### src/rtl/pcler_pkg.sv
// pcler_pkg: shared types and the next-state rule for the pcler counter family.
//   mode_e      : wrap or saturate behaviour at the terminal value
//   word_t      : widest counter word the helper function handles
//   next_count  : next counter value given state, direction, limit and mode,
//                 assuming a count is actually taking place this cycle
package pcler_pkg;

    typedef enum logic {
        WRAP = 1'b0,
        SAT  = 1'b1
    } mode_e;

    // Counters up to this width can share the helper function below.
    localparam int MAX_WIDTH = 64;

    typedef logic [MAX_WIDTH-1:0] word_t;

    // Callers zero-extend q and limit into word_t and truncate the result
    // back to their own width. Truncation makes q + 1 from all-ones roll
    // over to zero, which gives the natural wrap when q sits above limit
    // after a load.
    function automatic word_t next_count(
        input word_t q,
        input logic  dn,
        input word_t limit,
        input mode_e sat
    );
        word_t nxt;
        if (dn) begin
            if (q == '0) begin
                nxt = (sat == SAT) ? q : limit;
            end else begin
                nxt = q - word_t'(1);
            end
        end else begin
            if (q == limit) begin
                nxt = (sat == SAT) ? q : '0;
            end else begin
                nxt = q + word_t'(1);
            end
        end
        return nxt;
    endfunction

endpackage

### src/rtl/pcler_term_det.sv
// pcler_term_det: combinational terminal-count and carry-out detection.
//   q, limit   : counter state and up-count terminal value
//   dn         : direction (1 = down, terminal is zero)
//   en, ci     : count enable and carry-in
//   clr, ld    : synchronous clear / load requests, which suppress carry-out
//   tc         : terminal-count flag
//   co         : carry-out for ripple cascading (zero-cycle path from ci)
module pcler_term_det
    import pcler_pkg::*;
#(
    parameter int WIDTH = 8
) (
    input  logic [WIDTH-1:0] q,
    input  logic [WIDTH-1:0] limit,
    input  logic             dn,
    input  logic             en,
    input  logic             ci,
    input  logic             clr,
    input  logic             ld,
    output logic             tc,
    output logic             co
);

    // The terminal depends on direction: zero going down, limit going up.
    // Carry-out only fires when a real count happens, so clear or load
    // in the same cycle masks it.
    always_comb begin
        tc = dn ? (q == '0) : (q == limit);
        co = tc & en & ci & ~clr & ~ld;
    end

endmodule

### src/rtl/pcler_counter.sv
// pcler_counter: parametrised loadable up/down counter with carry chaining.
//   clk, rst_n : rising-edge clock, asynchronous active-low reset
//   clr        : synchronous clear to zero (highest priority)
//   ld, d      : synchronous parallel load (d is not checked against limit)
//   en, ci     : count enable and carry-in, counting needs both
//   dn         : direction, 0 = up, 1 = down
//   limit      : up-count terminal value (down-count terminal is zero)
//   q          : counter state
//   co, tc     : combinational carry-out and terminal-count flag
//   wrap       : one-cycle registered pulse following a terminal event
module pcler_counter
    import pcler_pkg::*;
#(
    parameter int               WIDTH    = 8,
    parameter int               SATURATE = 0,
    parameter logic [WIDTH-1:0] RST_VAL  = '0
) (
    input  logic             clk,
    input  logic             rst_n,
    input  logic             clr,
    input  logic             ld,
    input  logic [WIDTH-1:0] d,
    input  logic             en,
    input  logic             ci,
    input  logic             dn,
    input  logic [WIDTH-1:0] limit,
    output logic [WIDTH-1:0] q,
    output logic             co,
    output logic             tc,
    output logic             wrap
);

    localparam mode_e MODE = (SATURATE != 0) ? SAT : WRAP;

    logic             cnt;
    logic [WIDTH-1:0] q_cnt;

    pcler_term_det #(
        .WIDTH (WIDTH)
    ) u_term (
        .q     (q),
        .limit (limit),
        .dn    (dn),
        .en    (en),
        .ci    (ci),
        .clr   (clr),
        .ld    (ld),
        .tc    (tc),
        .co    (co)
    );

    // Value q would take if a count happens this cycle; the shared rule
    // works on a wide word, so extend in and truncate back out.
    always_comb begin
        cnt   = en & ci;
        q_cnt = WIDTH'(next_count(word_t'(q), dn, word_t'(limit), MODE));
    end

    // State register: clear beats load beats count beats hold. The wrap
    // pulse is simply carry-out delayed by one cycle, so it also fires on
    // every counting cycle spent at the terminal in saturate mode.
    always_ff @(posedge clk or negedge rst_n) begin
        if (!rst_n) begin
            q    <= RST_VAL;
            wrap <= 1'b0;
        end else begin
            if (clr) begin
                q <= '0;
            end else if (ld) begin
                q <= d;
            end else if (cnt) begin
                q <= q_cnt;
            end
            wrap <= co;
        end
    end

endmodule

### config.mk
export PLATFORM = sky130hd
export DESIGN_NAME = pcler_counter
export DESIGN_NICKNAME = d
export VERILOG_FILES = /design/src/rtl/pcler_pkg.sv /design/src/rtl/pcler_term_det.sv /design/src/rtl/pcler_counter.sv
export SDC_FILE = /design/constraint.sdc
export NUM_CORES = 1
export LEC_CHECK = 0
export ABC_AREA = 1
export BUFFER_PORTS_ARGS = -buffer_cell sky130_fd_sc_hd__buf_2
export CAP_MARGIN = 20
export CORE_ASPECT_RATIO = 1.5
export CORE_MARGIN = 2
export CORE_UTILIZATION = 56
export CTS_CLUSTER_DIAMETER = 30
export DETAILED_ROUTE_END_ITERATION = 6
export GPL_TIMING_DRIVEN = 0
export PLACE_DENSITY = 0.92
export SLEW_MARGIN = 20
export SYNTH_ARGS = -nofsm -noshare
export SYNTH_HDL_FRONTEND = slang
export SYNTH_SLANG_ARGS = --single-unit
### constraint.sdc
create_clock -name clk -period 4.8 [get_ports clk]
set_input_delay 1.44 -clock clk [delete_from_list [all_inputs] [get_ports clk]]
set_output_delay 1.44 -clock clk [all_outputs]
set_load 0.1 [all_outputs]
==> summary.txt, run 1 <==
Status
  – Outcome: complete, no violations

Worst setup path
  – Worst r2r src: q[0]$_DFFE_PN0P_
  – Crit path DAT: 2.85 ns
  – Worst EP required: 3.36 ns
  – Crit Path Class: input port to output port
  – Crit-path cells: buf_2 -> inv_1 -> nand2_1 -> nand2_1 -> nand2_1 -> nor2_2 -> nand3_4 -> and2_4 -> clkinv_2 -> nand2_2 -> nor2_2 -> buf_2
  – CP peak stage delay: 0.43 ns
  – FF-to-FF setup slack: 3.17 ns
  – Worst setup SP type: input port
  – Worst R2R Path Depth: 11
  – Worst path most repeated cell: nand2_1
  – Crit. End Element: output port
  – RR Endpoint: q[6]$_DFFE_PN0P_
  – Highest-delay cell along the critical path: buf_2
  – Critical path fanouts, max: 7

Clocking
  – CTS clk-pin slew, worst paths: 0.07 ns
  – H-tree depth: 1
  – Worst-case clock buffer depth: 2
  – Total clock buffers created by CTS: 3
  – Clock net sink count: 9
  – Clk_lat worst skew: 0.27 ns
  – Clock root buffer master: clkbuf_4
  – CTS tree: done
  – Setup Fix Bufs, Post-CTS: 0
  – CTS resizes: 0
  – Hold buffers post-CTS: 0

Drt
  – DR WL/cell: 10.6 um
  – Drc violations: 0
  – Final wirelength: 2.75 mm
  – Detailed router's first-iteration violation count: 27
  – Detailed-route via count: 1321
  – Initial DRT Pass Iterations: 5
  – Antenna-violating nets left: 0
  – Post-DR vias/cell: 5.10

Cells and area
  – Multi-input gate area: 817 um2
  – Share of layout cells above drive strength 1: 27.0%
  – Area Growth Syn to Fin: 18.6%
  – Diodes inserted: 0
  – Storage cell area: 225 um2
  – FILL cells: 207
  – Nets: 264
  – Non-Filler Instances: 259

Logic synthesis
  – Top cell type's share of synthesized area: 26.6%
  – Post-Synth Adder-Cell Area: 3.16%
  – Largest family of logic cells by synthesized area: simple AND/OR/NAND/NOR gates
  – Xor/xnor share of the synthesized area: 5.17%
  – #FFs+latches synth: 9
  – Synth area leaders: nand2_1 (27%), dfrtp_1 (19%), nand3_1 (8.4%)
  – Mapped Nets: 226
  – Synth Flop Type: dfrtp_1
  – Post-synthesis compound-gate area fraction: 4.43%
  – Async SR Flop Fraction: 100%
  – Mapped Area: 1190 um2
  – Multiplexer share of the synthesized area: 0%
  – Post-synth EDFFs: 0
  – Avg Cell Area, Syn: 5.93 um2
  – Yosys warns: 0
  – Gate Count Post-Synth: 200
  – Netlist cell types: 25
  – Post-synth top area cell: nand2_1
  – Register area share after synthesis: 19.0%
  – Synth Area in Simple Gates: 56.1%

Power and ir drop
  – Pwr/cell area: 266 nW/um2
  – Leak: 0.830 nW
  – Peak VDD IR: 0.219 mV
  – Total power: 374 uW

Floorplanning
  – Die Y: 60.4 um
  – Core area: 2030 um2
  – Die X: 41.6 um
  – Initial core utilization: 58.5%
  – IO Pins: 34
  – Site row count: 20
  – DIE AREA: 2510 um2

STA
  – Setup violations, final: 0
  – Max Slew Vio Count: 0
  – Worst hold margin: 0.635 ns
  – Unrepaired setup endpoints after global routing: no
  – Clock skew: 0.00698 ns
  – Endpoints failing hold: 0
  – Setup TNS: 0 ns
  – F_max: 233 MHz
  – Least-Margin Pin Slew: 0.483 ns
  – Slew HR: 68.0%
  – Period Utilization, post-route: 89.3%
  – Final worst path period need: 4.29 ns

Global route
  – Antenna violations before repair: 0
  – GRT Total Usage: 24.0%
  – Grt ovf: 0
  – Number of global-route vias before repair: 1157
  – First-pass GRT wire length: 4.69 mm
  – Pin count of the biggest net entering global routing: 11

Place
  – DP HPWL: 2.17 mm
  – RePlAce Congestion: 0.829
  – Placed insts: 255
  – IO buf count: 33

Worst hold path
  – Min-Delay Endpoint: q[0]$_DFFE_PN0P_
  – Worst hold path class: flip-flop to flip-flop
  – Hold Crit Start: q[0]$_DFFE_PN0P_
  – WHS Path Cells: 2

Job
  – Max Cap Violations: 0
## sequential cells by signal (all words and copies together), names as in the netlist
| name | flops |
|---|---|
| wrap | 1 |
| q | 8 |
## kinds of logic after synthesis
kind of cell,count (synthesis)
buf+inv,28
fa+ha+maj,3
flops,9
xor+xnor,7
compound gates,10
simple gates,143
## layout make-up
cell class	instances	share of cell area, %
inverter	21	5.69
buffer	7	4.54
tap	22	1.96
clock inverter	1	0.356
multi-input combinational	163	58.1
timing repair buffer	33	11.7
sequential	9	16.0
clock buffer	3	1.60
## cell usage after synthesis (2+ instances only)
cell type	instances
nand2_1	84
nor2_1	22
nand3_1	20
inv_1	14
dfrtp_1	9
inv_2	6
buf_6	5
a21oi_1	4
xor2_1	4
ha_1	3
nand2_2	3
nor2_2	3
nor2_4	3
o21ai_0	3
xnor2_1	3
clkbuf_1	2
nand4_1	2
nor2_8	2
o21ai_1	2
## cell usage in the layout, fill, tap and decap left out, drive strengths merged
master,netlist,final
o21ai,5,5
xnor2,3,3
nand3,21,21
clkbuf,2,5
clkinv,1,2
buf,5,38
dfrtp,9,9
ha,3,3
a21oi,4,4
nand4,2,2
nand2,88,88
xor2,4,4
and2,1,1
a211oi,1,1
nor2,30,30
inv,20,20
or2,1,1
## how the worst max path moves through the flow
stage	start	end	slack, ns	depth (start not counted)
floorplan	limit[0]	co	0.15	10
global placement	limit[0]	co	0.52	12
detailed placement	limit[0]	co	0.50	12
CTS	limit[0]	co	0.50	12
global route	limit[0]	co	0.38	12
finish	limit[0]	co	0.51	12
## per-stage QoR
| stage | setup slack [ns] | instance area, um2 | utilization, % |
|---|---|---|---|
| floorplan | 0.145 | 1190 | - |
| global placement | 0.517 | 1380 | 68.0 |
| detailed placement | 0.505 | 1380 | 68.0 |
| CTS | 0.503 | 1410 | 69.4 |
| global route | 0.383 | 1410 | 69.4 |
| finish | 0.512 | 1410 | 69.4 |
## report_power, final
group / total, mW / leakage, nW / switching, mW / internal, mW
logic: 0.221 / 0.696 / 0.154 / 0.0667
registers: 0.0923 / 0.117 / 0.00910 / 0.0832
clock network: 0.0612 / 0.0177 / 0.0303 / 0.0309
total: 0.374 / 0.830 / 0.194 / 0.181
## worst max-delay path, delay by kind of cell
family,cells,cell delay (ns)
and+or+nand+nor,8,0.76
buffers and inverters,4,0.64
## routing by layer
metal	routed length (um)	part of all wire (%)	vias up	track usage, %
li1	-	-	692	-
met1	1150	42	598	26.9
met2	1470	53	25	44.6
met3	81	3.0	6	5.06
met4	42	1.5	0	8.76
met5	0	0	-	0
Power figures use the tool's default switching activity.
==> run 2: changes to the inputs <==
ABC_AREA = default   (was 1)
CORE_UTILIZATION = 45   (was 56)
PLACE_DENSITY = 0.82   (was 0.92)
clock period = 3.7 ns   (was 4.8 ns; I/O delays follow)
==> summary.txt, run 2 <==
Logic synthesis
  – Xor/xnor share of the synthesized area: 12.7% (+7.5 points)
  – Mapped Area: 1030 um2 (-13%)
  – Post-synth top area cell: dfrtp_1
  – Multiplexer share of the synthesized area: 2.06% (+2.1 points)
  – Largest family of logic cells by synthesized area: compound AO/OA/AOI/OAI gates
  – #FFs+latches synth: 9 (unchanged)
  – Yosys warns: 0 (unchanged)
  – Register area share after synthesis: 21.8% (+2.8 points)
  – Synth Area in Simple Gates: 25.8% (-30 points)
  – Synth area leaders: dfrtp_1 (22%), xnor2_1 (10%), a21oi_1 (5.3%)
  – Post-Synth Adder-Cell Area: 3.63% (+0.46 points)
  – Gate Count Post-Synth: 141 (-30%)
  – Post-synthesis compound-gate area fraction: 26.1% (+22 points)
  – Synth Flop Type: dfrtp_1
  – Async SR Flop Fraction: 100% (unchanged)
  – Top cell type's share of synthesized area: 21.8% (-4.8 points)
  – Netlist cell types: 45 (+80%)
  – Commonest cells in the synthesized netlist: nand2_1 (14), nor2_1 (14), xnor2_1 (12)
  – Post-synth EDFFs: 0 (unchanged)
  – Avg Cell Area, Syn: 7.34 um2 (+24%)
  – Mapped Nets: 167 (-26%)

Worst setup path
  – FF-to-FF setup slack: 1.51 ns (-1.66 ns)
  – Critical path fanouts, max: 4 (-3)
  – Worst setup SP type: input port
  – Worst r2r src: q[4]$_DFFE_PN0P_
  – Worst R2R Path Depth: 7 (-4)
  – RR Endpoint: q[5]$_DFFE_PN0P_
  – Worst EP required: 2.59 ns (-0.77 ns)
  – Crit path DAT: 2.52 ns (-0.33 ns)
  – Crit Path Class: input port to output port
  – Crit. End Element: output port
  – Crit path from: limit[6]

Power and ir drop
  – Pwr/cell area: 323 nW/um2 (+22%)
  – Peak VDD IR: 0.153 mV (-30%)
  – Leak: 0.563 nW (-32%)

Clocking
  – Clock net sink count: 9 (unchanged)
  – Worst-case clock buffer depth: 2 (unchanged)
  – Clock root buffer master: clkbuf_4
  – CTS tree: done
  – CTS clk-pin slew, worst paths: 0.07 ns (about the same)
  – Clk_lat worst skew: 0.28 ns (about the same)
  – Total clock buffers created by CTS: 3 (unchanged)
  – H-tree depth: 1 (unchanged)

Cells and area
  – Storage cell area: 226 um2 (+0.56%)
  – Share of layout cells above drive strength 1: 29.2% (+2.2 points)
  – FILL cells: 210 (+1.4%)
  – Area Growth Syn to Fin: 24.1%
  – Max FFs per register: 8 (unchanged)
  – Multi-input gate area: 746 um2 (-8.7%)
  – Nets: 205 (-22%)
  – Diodes inserted: 0 (unchanged)
  – Most common cell after layout, fill and taps aside: buf_2
  – Largest regs: q x8, wrap x1
  – Most frequent cells in the layout: buf_2 (34), nand2_1 (14), nor2_1 (14), xnor2_1 (12), a21oi_1 (11)
  – Top reg by flops: q

STA
  – Slew HR: 56.0% (-12 points)
  – F_max: 275 MHz
  – Max Slew Vio Count: 0 (unchanged)
  – Setup violations, final: 0 (unchanged)
  – Endpoints failing hold: 0 (unchanged)
  – Period Utilization, post-route: 98.2%
  – Clock skew: 0.00907 ns (+0.00209 ns)
  – Setup TNS: 0 ns (unchanged)
  – Worst hold margin: 0.675 ns (+0.0406 ns)
  – Final worst path period need: 3.63 ns
  – Least-Margin Pin Slew: 0.655 ns (+0.172 ns)
  – Unrepaired setup endpoints after global routing: no

Global route
  – Gr busiest metal: met2
  – First-pass GRT wire length: 4.82 mm (+2.8%)
  – GRT Total Usage: 23.1% (-0.89 points)
  – M2 GR Usage: 39.4% (-5.3 points)
  – Met1 Use GR: 27.1% (+0.14 points)
  – Met3 usage: 1.73% (-3.3 points)
  – Pin count of the biggest net entering global routing: 11 (unchanged)
  – Antenna violations before repair: 0 (unchanged)
  – Grt ovf: 0 (unchanged)
  – Number of global-route vias before repair: 1111 (-4.0%)

Drt
  – Detailed router's first-iteration violation count: 79 (+190%)
  – DR WL/cell: 14.6 um (+38%)
  – Initial DRT Pass Iterations: 4 (-1)
  – Post-DR vias/cell: 6.02 (+18%)
  – Drc violations: 0 (unchanged)
  – Final wirelength: 2.94 mm (+7.0%)
  – Antenna-violating nets left: 0 (unchanged)
  – Detailed-route via count: 1211 (-8.3%)

Place
  – DP HPWL: 2.28 mm (+4.8%)
  – IO buf count: 33 (unchanged)
  – RePlAce Congestion: 0.930 (+12%)

Floorplanning
  – DIE AREA: 2710 um2 (+7.9%)
  – Initial core utilization: 46.9% (-12 points)
  – Site row count: 21 (+5.0%)
  – Core area: 2210 um2 (+8.9%)
  – Die Y: 62.7 um (+3.9%)
  – Die X: 43.2 um (+3.8%)
  – IO Pins: 34 (unchanged)

Status
  – Outcome: complete, no violations

Worst hold path
  – Worst hold path class: input port to async pin

Job
  – Max Cap Violations: 0 (unchanged)
-- run 2: kinds of logic (layout without fill, tap and decap cells) --
group           count (synthesis)  after routing
flops                           9              9
buf+inv                        19             56
mux                             2              2
fa+ha+maj                       3              3
simple gates                   53             53
compound gates                 40             40
xor+xnor                       15             15
-- run 2: critical path: stages --
cell,delay (ns)
buf_2,0.11
xnor2_1,0.20
nand4_1,0.18
nor3_2,0.31
a21oi_1,0.17
nor2b_4,0.15
buf_4,0.29
-- run 2: worst max path at each step --
stage                     slack, ns  end  cells past startpoint
after floorplan               -0.04   co                      5
after global placement        -0.13   co                      7
after detailed placement      -0.14   co                      7
after CTS                      0.07   co                      6
after global routing          0.001   co                      7
final                          0.07   co                      7
-- run 2: routing by layer --
layer	share of wire [%]	up-vias	wire length (um)
li1	-	575	-
met1	37	549	1090
met2	52	74	1520
met3	7.2	13	211
met4	4.1	0	119
met5	0	-	0
-- run 2: layout make-up --
cell class | instances | area share (%)
Timing Repair Buffer | 33 | 13.3
Clock buffer | 4 | 2.05
Buffer | 12 | 4.39
Inverter | 7 | 2.34
Tap cell | 23 | 2.24
Sequential cell | 9 | 17.6
Multi-Input combinational cell | 113 | 58.1
-- run 2: power by group --
part,internal [mW],switching [mW],total (mW)
logic,0.0700,0.149,0.219
registers,0.105,0.00763,0.113
clock network,0.0419,0.0413,0.0832
total,0.217,0.198,0.415
-- run 2: per-stage QoR --
stage	total power [mW]	setup slack, ns	cells	util, %	instance area [um2]
CTS	0.411	0.0702	201	57.9	1280
global placement	0.323	-0.130	197	56.2	1240
finish	0.415	0.0674	201	58.2	1280
detailed placement	0.328	-0.145	197	56.2	1240
global route	0.438	0.00120	201	58.2	1280
floorplan	0.278	-0.0447	141	-	1050
-- run 2: timing repair --
action / CTS / global route
setup endpoints to repair: 2 / 1
gates resized for setup: 3 / 1
buffers inserted: 0 / 0
gates cloned: 0 / 0
hold buffers: 0 / 0
==> run 3: changes to the inputs <==
CELL_PAD_IN_SITES_DETAIL_PLACEMENT = 1   (was default)
CELL_PAD_IN_SITES_GLOBAL_PLACEMENT = 2   (was default)
CORE_UTILIZATION = 24   (was 45)
PLACE_DENSITY = default   (was 0.82)
PLACE_DENSITY_LB_ADDON = 0.1   (was default)
==> summary.txt, run 3 (synthesis gave the netlist of run 2 again) <==
Status
  – Outcome: complete, no violations

Worst setup path
  – Crit path from: limit[6]
  – Worst setup SP type: input port
  – Crit path DAT: 2.46 ns (-0.06 ns)
  – Worst r2r src: q[5]$_DFFE_PN0P_
  – Crit-path cells: buf_2 -> xnor2_1 -> nand4_1 -> nor3_4 -> a21oi_2 -> nor2b_4 -> buf_4
  – CP bufs+invs: 2 (unchanged)
  – RR Endpoint: q[5]$_DFFE_PN0P_
  – WP depth: 7 (unchanged)
  – Crit Path Class: input port to output port
  – Worst R2R Path Depth: 7 (unchanged)
  – CP top delay family: simple AND/OR/NAND/NOR gates
  – FF-to-FF setup slack: 1.43 ns (-0.08 ns)
  – Worst EP required: 2.59 ns (about the same)
  – Critical Path End: co
  – Critical path fanouts, max: 4 (unchanged)
  – CP peak stage delay: 0.29 ns (-0.02 ns)
  – Highest-delay cell along the critical path: nor3_4
  – Crit. End Element: output port

Clocking
  – Total clock buffers created by CTS: 3 (unchanged)
  – CTS clk-pin slew, worst paths: 0.05 ns (-0.02 ns)
  – H-tree depth: 1 (unchanged)
  – Worst-case clock buffer depth: 2 (unchanged)
  – Clock net sink count: 9 (unchanged)
  – CTS tree: done
  – Clock root buffer master: clkbuf_8
  – Clk_lat worst skew: 0.24 ns (-0.04 ns)

Cells and area
  – Largest regs: q x8, wrap x1
  – Max FFs per register: 8 (unchanged)
  – Most common cell after layout, fill and taps aside: buf_2
  – Area Growth Syn to Fin: 29.6%
  – Share of layout cells above drive strength 1: 29.8% (+0.56 points)
  – FILL cells: 545 (+160%)
  – Most frequent cells in the layout: buf_2 (34), nand2_1 (14), nor2_1 (14), xnor2_1 (12), a21oi_1 (10)
  – Diodes inserted: 0 (unchanged)
  – Top reg by flops: q
  – Nets: 205 (unchanged)

Drt
  – Antenna-violating nets left: 0 (unchanged)
  – Detailed router's first-iteration violation count: 19 (-76%)
  – Post-DR vias/cell: 5.14 (-15%)
  – Initial DRT Pass Iterations: 4 (unchanged)
  – Drc violations: 0 (unchanged)
  – Final wirelength: 3.74 mm (+27%)
  – Detailed-route via count: 1152 (-4.9%)
  – DR WL/cell: 16.7 um (+14%)

STA
  – Max Slew Vio Count: 0 (unchanged)
  – F_max: 280 MHz (+1.8%)
  – Endpoints failing hold: 0 (unchanged)
  – Worst hold margin: 0.730 ns (+0.0549 ns)
  – Unrepaired setup endpoints after global routing: no
  – Period Utilization, post-route: 96.4% (-1.7 points)
  – Final setup margin: 0.132 ns (+0.0646 ns)
  – Least-Margin Pin Slew: 0.667 ns (+0.0125 ns)
  – Setup violations, final: 0 (unchanged)
  – Final worst path period need: 3.57 ns (-0.0646 ns)
  – Slew HR: 55.2% (-0.84 points)
  – Clock skew: 0.00467 ns (-0.00440 ns)

Place
  – RePlAce Congestion: 0.733 (-21%)
  – Dpl ws: -0.216 ns (-0.0713 ns)
  – DP HPWL: 2.91 mm (+28%)
  – IO buf count: 33 (unchanged)

Floorplanning
  – Initial core utilization: 24.8% (-22 points)
  – DIE AREA: 4860 um2 (+80%)
  – Site row count: 29 (+38%)
  – Core area: 4170 um2 (+89%)
  – Die Y: 84.4 um (+35%)
  – Die X: 57.6 um (+34%)
  – IO Pins: 34 (unchanged)

Global route
  – Grt ovf: 0 (unchanged)
  – GRT Total Usage: 16.6% (-6.5 points)
  – First-pass GRT wire length: 6.21 mm (+29%)
  – Pin count of the biggest net entering global routing: 11 (unchanged)
  – Antenna violations before repair: 0 (unchanged)
  – Number of global-route vias before repair: 1213 (+9.2%)

Worst hold path
  – Worst hold path class: input port to async pin

Power and ir drop
  – Peak VDD IR: 0.174 mV (+13%)
  – Pwr/cell area: 344 nW/um2 (+6.2%)
  – Leak: 0.579 nW (+2.8%)

Job
  – Max Cap Violations: 0 (unchanged)
==> run 3: routing by layer <==
metal  global-route usage (%)  part of all wire (%)  up-vias
met4                     4.44                  0.64        0
met2                     28.8                    52       27
met5                        0                     0        -
li1                         -                     -      570
met3                     1.69                   3.7        2
met1                     21.3                    44      553
==> run 3: worst min-delay path by stage <==
stage / to / start / slack, ns / depth (start not counted)
after CTS: q[1]$_DFFE_PN0P_ / rst_n / 0.74 / 1
after floorplan: q[0]$_DFFE_PN0P_ / rst_n / 0.81 / 0
after detailed placement: q[7]$_DFFE_PN0P_ / q[7]$_DFFE_PN0P_ / 0.86 / 4
after global routing: q[1]$_DFFE_PN0P_ / rst_n / 0.75 / 1
final: q[4]$_DFFE_PN0P_ / rst_n / 0.73 / 1
after global placement: q[3]$_DFFE_PN0P_ / q[3]$_DFFE_PN0P_ / 0.84 / 5
==> run 3: area by class of cell <==
cell class / instances / area, um2 / area share [%]
repair buffers: 33 / 170 / 12.7
clock buffers: 4 / 45.0 / 3.36
plain buffers: 12 / 56.3 / 4.20
multi-input cells: 113 / 756 / 56.3
flip-flops and latches: 9 / 226 / 16.9
inverters: 7 / 30.0 / 2.24
well taps: 46 / 57.6 / 4.29
==> run 3: worst reg2reg max path: cells and delay by family (launching register included) <==
kind / cells / cell delay, ns
compound gates: 2 / 0.35
buf+inv: 2 / 0.42
flops: 1 / 0.36
simple gates: 3 / 1.03
==> run 3: metrics by stage <==
stage | instances | area, um2 | utilization, % | total power [mW] | setup TNS, ns
floorplan | 141 | 1050 | - | 0.278 | -0.0447
global placement | 220 | 1270 | 30.4 | 0.336 | -0.414
detailed placement | 220 | 1270 | 30.4 | 0.337 | -0.376
CTS | 224 | 1330 | 31.9 | 0.468 | 0
global route | 224 | 1340 | 32.1 | 0.492 | 0
finish | 224 | 1340 | 32.1 | 0.461 | 0
==> run 3: what timing repair did <==
action,4_1_cts,5_1_grt
endpoints found under the hold margin,0,0
pin swaps,0,0
hold buffers,0,0
setup buffers,0,0
setup endpoints to repair,2,2
resized for setup,4,2
==> run 3: power breakdown <==
group	total (mW)	internal, mW	switching [mW]
Clock	0.121	0.0757	0.0458
Sequential	0.113	0.106	0.00753
Combinational	0.226	0.0705	0.156
